### src/rtl/sc_pkg.sv
`default_nettype none
// ============================================================================
// Module   : sc_pkg
// Brief    : Shared types and helpers for the stochastic computing chain
//            (LFSR / SNG / stream-to-binary converter).
// Revision : 1.0 - initial release
// ============================================================================
package sc_pkg;

    // Converter control states, explicitly 2 bits wide.
    typedef enum logic [1:0] {
        ST_IDLE = 2'd0,
        ST_RUN  = 2'd1,
        ST_DONE = 2'd2
    } sc_state_t;

    // Default LFSR / window width used across the chain.
    localparam int C_SC_DEFAULT_WIDTH = 10;

    // Window length: one full LFSR period including the all-zero state.
    function automatic int unsigned sc_window_len(input int unsigned width);
        return 32'd1 << width;
    endfunction

endpackage
`default_nettype wire

### src/rtl/sc_window_counter.sv
`default_nettype none
// ============================================================================
// Module   : sc_window_counter
// Brief    : WIDTH-bit sample counter with enable, synchronous clear and a
//            terminal-count flag marking the last sample of a window.
// Revision : 1.0 - initial release
// ============================================================================
module sc_window_counter
    import sc_pkg::*;
#(
    parameter int WIDTH = C_SC_DEFAULT_WIDTH
) (
    input  logic             clk,
    input  logic             reset,
    input  logic             clear,
    input  logic             enable,
    output logic [WIDTH-1:0] count,
    output logic             terminal
);

    // Index of the last sample in a window (N-1).
    localparam logic [WIDTH-1:0] c_last = WIDTH'(sc_window_len(WIDTH) - 1);

    logic [WIDTH-1:0] r_count;

    // Sample counter; wraps to zero naturally after the terminal sample.
    always_ff @(posedge clk or posedge reset) begin
        if (reset) begin
            r_count <= '0;
        end else if (clear) begin
            r_count <= '0;
        end else if (enable) begin
            r_count <= r_count + 1'b1;
        end
    end

    assign count    = r_count;
    assign terminal = (r_count == c_last);

endmodule
`default_nettype wire

### src/rtl/sc_stream_to_binary.sv
`default_nettype none
// ============================================================================
// Module   : sc_stream_to_binary
// Brief    : Counts ones in a unipolar stochastic bitstream over a window of
//            2^WIDTH accepted bits and presents the count via valid/ready.
// Revision : 1.0 - initial release
// ============================================================================
module sc_stream_to_binary
    import sc_pkg::*;
#(
    parameter int WIDTH = C_SC_DEFAULT_WIDTH
) (
    input  logic             clk,
    input  logic             reset,
    input  logic             restart,
    input  logic             start,
    input  logic             bit_in,
    input  logic             bit_valid,
    output logic             busy,
    output logic [WIDTH:0]   result,
    output logic             result_valid,
    input  logic             result_ready
);

    sc_state_t        r_state;
    sc_state_t        w_state_next;
    logic [WIDTH:0]   r_ones;
    logic [WIDTH:0]   r_result;
    logic             r_busy;
    logic             r_result_valid;
    logic [WIDTH-1:0] w_sample_cnt;
    logic             w_terminal;
    logic             w_accept;
    logic             w_last;
    logic             w_cnt_clear;
    logic [WIDTH:0]   w_bit_ext;

    assign w_accept    = (r_state == ST_RUN) && bit_valid;
    assign w_last      = w_accept && w_terminal;
    // Counter is held at zero whenever no window is in progress.
    assign w_cnt_clear = restart || (r_state != ST_RUN);
    assign w_bit_ext   = {{WIDTH{1'b0}}, bit_in};

    sc_window_counter #(
        .WIDTH(WIDTH)
    ) u_window_counter (
        .clk      (clk),
        .reset    (reset),
        .clear    (w_cnt_clear),
        .enable   (w_accept),
        .count    (w_sample_cnt),
        .terminal (w_terminal)
    );

    // State register.
    always_ff @(posedge clk or posedge reset) begin
        if (reset) begin
            r_state <= ST_IDLE;
        end else begin
            r_state <= w_state_next;
        end
    end

    // Next-state logic; restart overrides start and the last-bit transition.
    always_comb begin
        w_state_next = r_state;
        if (restart) begin
            w_state_next = ST_IDLE;
        end else begin
            case (r_state)
                ST_IDLE: if (start) w_state_next = ST_RUN;
                ST_RUN:  if (w_last) w_state_next = ST_DONE;
                ST_DONE: begin
                    if (result_ready) begin
                        w_state_next = start ? ST_RUN : ST_IDLE;
                    end
                end
                default: w_state_next = ST_IDLE;
            endcase
        end
    end

    // Ones accumulator; cleared outside RUN and after the last bit so each
    // window (including a back-to-back one) starts from zero.
    always_ff @(posedge clk or posedge reset) begin
        if (reset) begin
            r_ones <= '0;
        end else if (restart || (r_state != ST_RUN) || w_last) begin
            r_ones <= '0;
        end else if (w_accept) begin
            r_ones <= r_ones + w_bit_ext;
        end
    end

    // Result register: captures the final count including the last bit.
    always_ff @(posedge clk or posedge reset) begin
        if (reset) begin
            r_result <= '0;
        end else if (restart) begin
            r_result <= '0;
        end else if (w_last) begin
            r_result <= r_ones + w_bit_ext;
        end
    end

    // Registered status flags derived from the upcoming state.
    always_ff @(posedge clk or posedge reset) begin
        if (reset) begin
            r_busy         <= 1'b0;
            r_result_valid <= 1'b0;
        end else begin
            r_busy         <= (w_state_next == ST_RUN);
            r_result_valid <= (w_state_next == ST_DONE);
        end
    end

    assign busy         = r_busy;
    assign result       = r_result;
    assign result_valid = r_result_valid;

endmodule
`default_nettype wire
### config.mk
export PLATFORM = sky130hd
export DESIGN_NAME = sc_stream_to_binary
export DESIGN_NICKNAME = d
export VERILOG_FILES = /design/src/rtl/sc_pkg.sv /design/src/rtl/sc_window_counter.sv /design/src/rtl/sc_stream_to_binary.sv
export SDC_FILE = /design/constraint.sdc
export NUM_CORES = 1
export LEC_CHECK = 0
export ABC_AREA = 1
export ABC_CLOCK_PERIOD_IN_PS = 1700
export CORE_MARGIN = 5
export CORE_UTILIZATION = 52
export CTS_BUF_LIST = sky130_fd_sc_hd__clkbuf_8
export DETAILED_ROUTE_END_ITERATION = 7
export PLACE_DENSITY = 0.75
export SLEW_MARGIN = 40
export SYNTH_ARGS = -nofsm -noshare
export SYNTH_HDL_FRONTEND = slang
export SYNTH_SLANG_ARGS = --single-unit
### constraint.sdc
create_clock -name clk -period 1.7 [get_ports clk]
set_clock_uncertainty 0.2 [all_clocks]
set_input_delay 0.17 -clock clk [delete_from_list [all_inputs] [get_ports clk]]
set_output_delay 0.17 -clock clk [all_outputs]
set_load 0.01 [all_outputs]
==> impl_summary.md, run 1 <==
Power
The combinational share of power is under 10%. The clock power share is 43.6%. The reported leakage power is 1.21 nW. The fraction of power consumed by sequential logic is about half. VDD sags by at most between 0.0008 and 0.0009 V. The power dissipated by switching net loads is about 0.39 mW. The areal power density over the cells is about 720 nW/µm². The cell internal power dissipation is 1.35 mW.

The switching share of power is a little under a quarter.

Setup path
Traced cell by cell, the critical path runs through ha_1, inv_1, nor2_4, nand3_4, nor2_4, nor2_2, buf_12, nand2_1, nand2_1. Data arrives at the worst endpoint at approximately 1.6 ns. The endpoint kind of the worst setup timing path is a flip-flop. The buffers plus inverters on the worst setup path is 2. In this design, the stage delay of the slowest critical-path cell is 0.37 ns. On the critical path the largest part of the delay comes from simple AND/OR/NAND/NOR gates. The slowest stage of the critical path belongs to the cell dfrtp_1.

The startpoint type of the worst setup path is a flip-flop. Of all nets on the critical path, the largest fanout is 11. STA puts the critical path data required time at between 1.5 and 2 ns. The setup path with the least slack is of type flip-flop to flip-flop.

Synthesis
The number of enable-type register cells in the synthesized netlist is 0. The XOR/XNOR share of the synthesized area is between 2 and 3%. Summing the areas of all compound-gate instances in the mapped netlist gives about 5.9% of the synthesized area. The synthesized netlist net count is 241. The post-synthesis area per instance is about 8.0 µm².

By area, the combinational part of the netlist is dominated by simple AND/OR/NAND/NOR gates. Of the total synthesized cell area, the portion taken by full adders, half adders and majority gates is under 10%. The leading register cell type out of synthesis is dfrtp_1. The synthesized-area fraction occupied by and/or/nand/nor cells is between 30% and 40%.

The number of synthesized register bits is 36. The total number of yosys warnings is 0. The sequential share of the synthesized area is 48.8%. The count of cell types in the netlist is 26.

After synthesis, the share of flip-flops with an asynchronous set or reset is 100%. Synthesis handed over a netlist of approximately 230 instances. The fraction of synthesized area in multiplexers is 0%. The synthesized netlist occupies a cell area of 1840 µm².

Cells and area
After the last flow step, the layout net total stands at 281. The top cell types in the final layout, fill and taps aside, are nand2_1 (94), dfrtp_1 (36), inv_1 (22). The antenna diode instance count is 0. The most frequent standard cell in the layout excluding fill and tap cells is nand2_1. In the final layout, the share of cells above drive strength 1 is between 15 and 20%. The area growth from synthesis to layout is 30.3%. The cell area after layout is around 2400 µm².

STA
For the pin with the worst max-slew slack, the measured transition is 0.228 ns. The worst path uses between 90 and 100% of the clock period. The count of final max-slew check failures is 0. For this run, the top clock speed supported by timing is between 0.6 and 0.7 GHz. The final hold violation count is 0. The worst setup slack after layout is 0.0631 ns. The worst relative slew slack is approximately 85%.

Setup violations remaining at the end of the flow were counted as 0. After layout, the minimum clock period comes to ~1.6 ns.

Drt
The first routing iteration left between 100 and 150 violations. The detail route stage leaves a number of antenna-violating nets equal to 0. In the routed design, unresolved DRC markers number 0.

The number of optimization iterations in the first detailed-route pass is 4. The total length of routed wires is 3940 µm. In the final routed layout, each cell accounts on average for ~12 µm.

For this block, the via count after detailed routing is 1,597. The average vias per placed instance is 5.02.

Clock network
Counting the buffers created by CTS gives 5. The worst-skew pair later-pin latency is about 0.29 ns. The number of sinks on the clock net is 36. After clock tree synthesis, the repair step resized 0 gates.

The number of H-tree branching levels is 2. After clock tree synthesis, the clock-pin slew on the worst setup and hold paths is 0.08 ns. The buffer count from post-CTS setup fixing is 0.

The number of buffers between clock root and the deepest sink is 2. The root buffer cell is clkbuf_8. TritonCTS built the clock tree.

After clock tree synthesis, the flow added hold-fix buffers numbering 0.

Outcome
The flow ran to the end, and the final reports show no timing, DRC or antenna violations.

Global route
In the global route stage, overall resource usage came out at 16.9%. The pin count of the biggest net entering global routing is 37. The via count of the first global-routing pass was 1,491. The number of antenna violations at the first check in global routing is 0. The total congestion overflow after global routing is 0.

The first-pass GRT wire length is around 6500 µm.

Min path
The path class of the tightest hold or removal check is input pin to asynchronous set/reset pin.

Placed design
The count of buffers added on input and output ports is 19. Routability-driven placement finished with a final weighted congestion of 0.806. The setup slack after placement is -0.212 ns.

After legalization and detailed placement, the total HPWL measured around 2800 µm. The total placed instance area is approximately 2200 µm².

Flow run
The tool flagged a number of max-cap violations equal to 0.

Die
The floorplan step defined a die boundary enclosing 4840 µm². The I/O pin count is 20. After floorplanning, the core was divided into 21 placement rows.

The core outline area is 3390 µm². The floorplan die height is roughly 70 µm. Once the floorplan was initialized, standard cells occupied around 54% of the core.

The width of the die is between 60 and 70 µm.
[cells by family (layout without fill, tap and decap cells)]
logic type	Yosys count	count (layout)
AND/OR/NAND/NOR	141	141
adder cells (fa/ha/maj)	3	3
XOR/XNOR	6	6
buffers and inverters	26	67
flip-flops	36	36
AO/OA/AOI/OAI	19	19
[cells in the mapped netlist, types with 2 or more instances]
| master | number | share of area [%] |
|---|---|---|
| nor3_1 | 4 | 1.1 |
| nand3b_1 | 2 | 0.81 |
| nand3_1 | 10 | 2.7 |
| xnor2_1 | 3 | 1.4 |
| a21oi_1 | 7 | 1.9 |
| nor2_4 | 4 | 2.4 |
| inv_1 | 23 | 4.7 |
| nand2_1 | 95 | 19 |
| ha_1 | 3 | 2.0 |
| o21ai_0 | 7 | 1.9 |
| o21a_1 | 2 | 0.81 |
| nor2_2 | 2 | 0.68 |
| nor2_1 | 14 | 2.8 |
| xor2_1 | 3 | 1.4 |
| dfrtp_1 | 36 | 49 |
| nand4_1 | 5 | 1.7 |
| and3_1 | 2 | 0.68 |
[metrics by stage]
step	setup TNS (ns)	cells	total power, mW	utilization [%]	hold WS (ns)
finish	0	318	1.74	70.9	0.0338
global route	-0.0102	318	1.81	70.9	0.0654
CTS	0	318	1.75	69.5	0.0419
detailed placement	-1.86	310	0.995	66.2	0.257
floorplan	0	231	0.931	-	0.0331
global placement	-1.36	310	0.992	66.2	0.253
[routing by layer]
| layer | GRT usage, % | share of wire (%) | vias up |
|---|---|---|---|
| li1 | - | - | 814 |
| met1 | 21.5 | 44 | 741 |
| met2 | 26.7 | 48 | 35 |
| met3 | 4.93 | 5.4 | 7 |
| met4 | 7.38 | 1.8 | 0 |
| met5 | 0 | 0 | - |
[layout make-up]
type	count	area (µm²)
clock buffer	5	68.8
clock inverter	3	42.5
fill	260	987
inverter	24	90.1
multi-input combinational	169	882
sequential	36	901
tap	46	57.6
timing repair buffer	35	360
[registers in the layout, indices dropped and copies added (netlist names)]
name and cells:
busy 1, result 11, u_window_counter.count 10, r_state 2, r_ones 11, result_valid 1
[power by group through the flow]
stage                     Clock (mW)  Sequential, mW  Combinational (mW)
after floorplan                    0           0.882              0.0492
after global placement             0           0.880               0.112
after detailed placement           0           0.881               0.114
after CTS                      0.775           0.864               0.114
after global routing           0.817           0.866               0.129
final                          0.758           0.865               0.116
[worst register-to-register path: stages (launching register included)]
cell     delay (ns)
dfrtp_1        0.37
ha_1           0.19
inv_1          0.08
nor2_4         0.13
nand3_4        0.13
nor2_4         0.12
nor2_2         0.06
buf_12         0.13
nand2_1        0.07
nand2_1        0.05
[worst paths after layout]
kind                                            from    endpoint  slack [ns]  cells past startpoint
min in group clk                           result[0]   result[0]        0.27                      2
hold / removal                                 reset  r_state[1]        0.03                      3
setup reg to reg           u_window_counter.count[1]   result[9]        0.06                      9
hold reg to reg                            result[0]   result[0]        0.27                      2
setup / recovery           u_window_counter.count[1]   result[9]        0.06                      9
max in group asynchronous                      reset   result[8]        1.08                      3
No activity file was read; power rests on OpenSTA's default activity.
==> run 2, diff against run 1 <==
--- a/config.mk
+++ b/config.mk
@@ -8,10 +8,9 @@
 export ABC_AREA = 1
 export ABC_CLOCK_PERIOD_IN_PS = 1700
 export CORE_MARGIN = 5
-export CORE_UTILIZATION = 52
-export CTS_BUF_LIST = sky130_fd_sc_hd__clkbuf_8
+export CORE_UTILIZATION = 50
 export DETAILED_ROUTE_END_ITERATION = 7
-export PLACE_DENSITY = 0.75
+export PLACE_DENSITY = 0.73
 export SLEW_MARGIN = 40
 export SYNTH_ARGS = -nofsm -noshare
 export SYNTH_HDL_FRONTEND = slang
==> run 2 against run 1 <==
Compared with the run above:
- worst setup slack gained 0.050 ns
- sequential share of layout area rose by 0.28 points
- combinational power barely moved
- critical path depth is the same
- worst hold slack got worse by 0.0042 ns
- cell area is 0.73% lower
- non-clock buffer count increased by 3
- clock-buffer cell count stayed put
- wire length shrank 7.4%
- sequential cell count did not move
- global-route usage is 1.1 points lower
==> impl_summary.md, run 2 (synthesized netlist as in run 1, its figures left out) <==
Clock network
The number of buffers between clock root and the deepest sink is 2 (unchanged). The root buffer cell is clkbuf_8 (unchanged). The clock-pin slew on the worst setup and hold paths is 0.08 ns (about the same). The TritonCTS clock tree is built (unchanged). The TritonCTS buffer count is 5 (unchanged).

The number of H-tree branching levels is 2 (unchanged). The number of sinks on the clock net is 36 (unchanged). The count of hold buffers inserted by post-cts repair is 0 (unchanged). The worst-skew pair later-pin latency was 0.29 ns (about the same).

Setup path
The data required time at the worst endpoint came to 1.68 ns (about the same). The endpoint kind of the worst setup timing path is a flip-flop (unchanged). The startpoint type of the worst setup path was a flip-flop (unchanged). The type of the setup path with the least slack was flip-flop to flip-flop (unchanged). The data arrival time of the critical path was 1.57 ns (was 1.62 ns). The critical-path maximum fanout is 10 (was 11).

Placed design
The routability-driven placement congestion ratio was 0.838 (was 0.806). The count of input and output buffers is 19 (unchanged). The number of placed cells counting well taps is 314 (was 310). The post-detailed-placement half-perimeter wirelength is 2700 µm (was 2780 µm).

Drt
The total length of routed wires is 3650 µm (was 3940 µm). The per-cell routed wire length is 11.3 µm (was 12.4 µm). The number of optimization iterations in the first detailed-route pass is 4 (unchanged).

The average vias per placed instance is 4.87 (was 5.02). The post-detailed-route DRC marker count is 0 (unchanged). The number of violations reported at the end of detailed-routing iteration 0 is 72 (was 147). The via count is 1,572 (was 1,597). The number of antenna-violating nets in the routed design was 0 (unchanged).

Cells and area
The post-layout utilization of the core is 66.1% (was 70.9%). The number of standard cells in the final layout excluding fillers came to 323 (was 318). The fraction of layout cells with a size suffix above 1 came to 15.6% (was 15.4%). The post-layout net count is 284 (was 281).

Leading cell types in the layout, fill and taps excluded: nand2_1 (94), dfrtp_1 (36), inv_1 (22) (unchanged). The layout overhead on the synthesized area is 29.3% (was 30.3%). The most frequent standard cell in the layout excluding fill and tap cells was nand2_1 (unchanged). The antenna diode instance count is 0 (unchanged).

STA
The final critical-path required period is 1.59 ns (was 1.64 ns). The maximum clock frequency was 0.630 GHz (was 0.611 GHz). The count of final max-slew check failures is 0 (unchanged). The final period utilization came to 93.4% (was 96.3%). The final hold violation count is 0 (unchanged). The count of final setup violators is 0 (unchanged).

The measured slew at the worst slew-check pin came to 0.249 ns (was 0.228 ns). The worst hold margin is 0.0297 ns (was 0.0338 ns). The worst relative slew slack is 83.2% (was 84.7%).

Global route
The via count of the first global-routing pass came to 1,531 (was 1,491). The pin count of the biggest net entering global routing is 37 (unchanged). The first-pass GRT wire length came to 6360 µm (was 6520 µm).

The total global-route track usage is 15.8% (was 16.9%). The number of antenna violations at the first check in global routing was 0 (unchanged). The total congestion overflow after global routing was 0 (unchanged).

Power
The areal power density over the cells was 721 nW/µm² (was 724 nW/µm²). The worst IR drop on VDD was 0.000616 V (was 0.000829 V). The reported leakage power was 1.22 nW (was 1.21 nW).

Flow run
The total of max-cap violations was 0 (unchanged).

Die
The area of the die is 5000 µm² (was 4840 µm²). The I/O pin count came to 20 (unchanged). The width of the die came to 70.7 µm (was 69.6 µm). The floorplan die height is 70.7 µm (was 69.6 µm). The starting utilization of the core area came to 51.1% (was 54.4%). The number of core rows is 22 (was 21). The core outline area is 3610 µm² (was 3390 µm²).

Outcome
Result of the run: finished, final reports clean (unchanged).

Min path
The type of the tightest min-delay check is input pin to asynchronous set/reset pin (unchanged).
run 2: stage by stage:
stage / TNS [ns] / area [µm²] / worst slack (ns) / total power, mW
global route: -0.0230 / 2380 / -0.0102 / 1.79
detailed placement: -1.84 / 2250 / -0.203 / 0.996
global placement: -1.42 / 2250 / -0.155 / 0.994
floorplan: 0 / 1840 / 0.102 / 0.931
CTS: 0 / 2360 / 0.0546 / 1.74
finish: 0 / 2380 / 0.113 / 1.72
run 2: report_power, final:
part | switching (mW) | total [mW] | internal [mW] | leakage [nW]
Sequential | 0.00348 | 0.865 | 0.861 | 0.500
Clock | 0.307 | 0.741 | 0.434 | 0.0541
Combinational | 0.0633 | 0.115 | 0.0515 | 0.664
run 2: area by class of cell:
class                           count  area, µm²
Clock buffer                        5       68.8
Clock inverter                      3       42.5
Fill cell                         300       1220
Inverter                           24       90.1
Multi-Input combinational cell    169        852
Sequential cell                    36        901
Tap cell                           48       60.1
Timing Repair Buffer               38        370
run 2: worst paths after layout:
check	from	slack, ns	cells past startpoint	end
setup / recovery	u_window_counter.count[1]	0.11	9	result[8]
hold / removal	reset	0.03	3	result[4]
setup reg to reg	u_window_counter.count[1]	0.11	9	result[8]
hold reg to reg	result[3]	0.27	2	result[3]
max in group asynchronous	reset	1.09	3	r_ones[0]
min in group clk	result[3]	0.27	2	result[3]
run 2: per-layer routing:
metal,wire length (µm),up-vias,track usage (%)
li1,-,817,-
met1,1740,724,19.0
met2,1720,26,26.8
met3,150,5,4.12
met4,49,0,6.47
met5,0,-,0
run 2: critical path, stage by stage, from the launching register on:
cell     delay [ns]
dfrtp_1        0.38
ha_2           0.20
inv_1          0.06
nor2_4         0.12
nand3_4        0.12
nor2_4         0.12
nor2_2         0.06
buf_12         0.13
nand2_1        0.05
nand2_1        0.05
run 2: repair_timing:
action / in CTS / in global routing
endpoints found under the setup margin: 0 / 19
buffers inserted: 0 / 1
gates resized for setup: 0 / 6
==> run 3, diff against run 2 <==
--- a/config.mk
+++ b/config.mk
@@ -8,9 +8,10 @@
 export ABC_AREA = 1
 export ABC_CLOCK_PERIOD_IN_PS = 1700
 export CORE_MARGIN = 5
-export CORE_UTILIZATION = 50
+export CORE_UTILIZATION = 52
+export CTS_BUF_LIST = sky130_fd_sc_hd__clkbuf_4 sky130_fd_sc_hd__clkbuf_8
 export DETAILED_ROUTE_END_ITERATION = 7
-export PLACE_DENSITY = 0.73
+export PLACE_DENSITY = 0.75
 export SLEW_MARGIN = 40
 export SYNTH_ARGS = -nofsm -noshare
 export SYNTH_HDL_FRONTEND = slang
==> run 3 against run 2 <==
Compared with the run above:
- total power is 7.5% lower
- final cell count is 1.5% lower
- sequential power hardly changed
- wire length is 4.5% higher
- sequential share of layout area is 0.42 points higher
- clock power is 17% lower
- critical path depth is 8 lower
- register-to-register slack worse by 0.02 ns
- cell area is 1.1% lower
- highest routed layer unchanged
==> impl_summary.md, run 3 (synthesized netlist as in run 1, its figures left out) <==
Clock network
The number of buffers between clock root and the deepest sink came to 2 (unchanged). The worst-skew pair later-pin latency is 0.35 ns (was 0.29 ns). The TritonCTS clock tree is built (unchanged).

The number of sinks on the clock net is 36 (unchanged). The root buffer cell is clkbuf_4 (was clkbuf_8). The TritonCTS buffer count is 5 (unchanged). The number of H-tree branching levels was 2 (unchanged). The clock-pin slew on the worst setup and hold paths was 0.11 ns (was 0.08 ns).

The buffer count from post-CTS setup fixing is 0 (unchanged).

Drt
The per-cell routed wire length is 12.0 µm (was 11.3 µm). The via count is 1,605 (was 1,572). The number of antenna-violating nets in the routed design was 0 (unchanged). The post-detailed-route DRC marker count is 0 (unchanged).

The number of optimization iterations in the first detailed-route pass is 4 (unchanged). The number of violations reported at the end of detailed-routing iteration 0 is 135 (was 72). The total length of routed wires is 3820 µm (was 3650 µm). The average vias per placed instance is 5.05 (was 4.87).

STA
The final-layout setup total negative slack is 0 ns (unchanged). The worst hold margin is 0.270 ns (was 0.0297 ns). The measured slew at the worst slew-check pin is 0.276 ns (was 0.249 ns). The final critical-path required period is 1.62 ns (was 1.59 ns).

The final hold violation count is 0 (unchanged). The count of final setup violators is 0 (unchanged). Setup repair after global routing could not meet its margin everywhere. The final period utilization is 95.4% (was 93.4%). The worst setup slack after layout came to 0.0781 ns (was 0.113 ns).

The worst relative slew slack is 81.6% (was 83.2%). The count of final max-slew check failures was 0 (unchanged). The maximum clock frequency is 0.617 GHz (was 0.630 GHz).

Global route
The total global-route track usage came to 16.7% (was 15.8%). The via count of the first global-routing pass was 1,500 (was 1,531). The pin count of the biggest net entering global routing is 37 (unchanged). The first-pass GRT wire length is 6490 µm (was 6360 µm). The total congestion overflow after global routing came to 0 (unchanged). The number of antenna violations at the first check in global routing is 0 (unchanged).

Setup path
The cell with the largest stage delay on the worst path is clkdlybuf4s50_1 (was dfrtp_1). The cell type group with the largest total delay on the critical path is buffers and inverters (was simple AND/OR/NAND/NOR gates). The buffers plus inverters on the worst setup path is 1 (was 2).

The endpoint of the most critical register-to-register path is result[5] (was result[8]). The endpoint kind of the worst setup timing path was an output pin (was flip-flop). The data arrival time of the critical path was 1.25 ns (was 1.57 ns). The critical-path maximum fanout is 2 (was 10).

The worst reg-to-reg path cell count is 8 (was 9). The type of the setup path with the least slack is flip-flop to output pin (was flip-flop to flip-flop). The critical register-to-register path startpoint is u_window_counter.count[1] (unchanged). The stage delay of the slowest cell on the critical path came to 0.54 ns (was 0.38 ns).

Cells along the critical path: clkdlybuf4s50_1 (was ha_2, inv_1, nor2_4, nand3_4, nor2_4, nor2_2, buf_12, nand2_1, nand2_1). The data required time at the worst endpoint is 1.33 ns (was 1.68 ns). The setup slack of the most critical reg-to-reg path came to 0.09 ns (was 0.11 ns). The startpoint type of the worst setup path is a flip-flop (unchanged).

Placed design
The number of placed cells counting well taps is 310 (was 314). The total placed instance area came to 2240 µm² (was 2250 µm²). The routability-driven placement congestion ratio is 0.806 (was 0.838). The count of input and output buffers was 19 (unchanged). The setup slack after placement is -0.212 ns (was -0.203 ns).

The post-detailed-placement half-perimeter wirelength is 2780 µm (was 2700 µm).

Min path
The endpoint of the worst hold-timing path is r_state[0]. The type of the tightest min-delay check is input pin to flip-flop (was input pin to asynchronous set/reset pin). The worst hold path was traced through 3 stages. The startpoint identified for the worst hold timing path is start.

Cells and area
The post-layout net count is 281 (was 284). The antenna diode instance count is 0 (unchanged). The most frequent standard cell in the layout excluding fill and tap cells is nand2_1 (unchanged).

The layout overhead on the synthesized area is 27.9% (was 29.3%). Leading cell types in the layout, fill and taps excluded: nand2_1 (93), dfrtp_1 (36), inv_1 (21) (was nand2_1 (94), dfrtp_1 (36), inv_1 (22)). The number of standard cells in the final layout excluding fillers is 318 (was 323).

The cell area after layout was 2360 µm² (was 2380 µm²). The post-layout utilization of the core is 69.6% (was 66.1%). The fraction of layout cells with a size suffix above 1 came to 15.4% (was 15.6%).

Die
The I/O pin count is 20 (unchanged). The number of core rows is 21 (was 22). The area of the die is 4840 µm² (was 5000 µm²).

The starting utilization of the core area is 54.4% (was 51.1%). The width of the die is 69.6 µm (was 70.7 µm). The floorplan die height was 69.6 µm (was 70.7 µm).

The core outline area is 3390 µm² (was 3610 µm²).

Power
The worst IR drop on VDD is 0.000759 V (was 0.000616 V). The overall power of the completed layout is 1.59 mW (was 1.72 mW). The reported leakage power is 1.18 nW (was 1.22 nW). The areal power density over the cells is 675 nW/µm² (was 721 nW/µm²).

Outcome
Result of the run: finished, final reports clean (unchanged).

Flow run
The total of max-cap violations is 0 (unchanged).
-- run 3: changes by cell type in the layout (fill, tap and decap cells not counted), moves of 2 or more --
| cell | change |
|---|---|
| clkbuf_8 | -5 |
| clkbuf_4 | +5 |
| ha_4 | +2 |
| buf_4 | -4 |
-- run 3: how the worst max path moves through the flow --
stage	depth (start not counted)	start	to
finish	1	result[4]	result[4]
floorplan	9	u_window_counter.count[0]	result[8]
detailed placement	10	bit_in	r_ones[10]
CTS	9	u_window_counter.count[1]	result[9]
global route	9	r_ones[0]	r_ones[10]
global placement	10	bit_in	r_ones[10]
-- run 3: area by class of cell --
type / count / area, µm²
Clock buffer: 5 / 37.5
Inverter: 24 / 90.1
Timing Repair Buffer: 35 / 350
Tap cell: 46 / 57.6
Fill cell: 274 / 1030
Multi-Input combinational cell: 169 / 880
Clock inverter: 3 / 42.5
Sequential cell: 36 / 901
-- run 3: metal layers --
| layer | up-vias | part of all wire, % | global-route usage (%) |
|---|---|---|---|
| li1 | 816 | - | - |
| met1 | 746 | 46 | 20.7 |
| met2 | 37 | 47 | 27.3 |
| met3 | 6 | 4.8 | 4.49 |
| met4 | 0 | 1.9 | 7.38 |
| met5 | - | 0 | 0 |
-- run 3: repair_timing --
action | in CTS | in global routing
hold buffers | 1 | 0
setup endpoints to repair | 0 | 18
resized for setup | 0 | 12
endpoints found under the hold margin | 36 | 0
-- run 3: power breakdown --
part | internal (mW) | switching, mW
registers | 0.861 | 0.00356
logic | 0.0497 | 0.0636
clock network | 0.307 | 0.307
total | 1.22 | 0.374
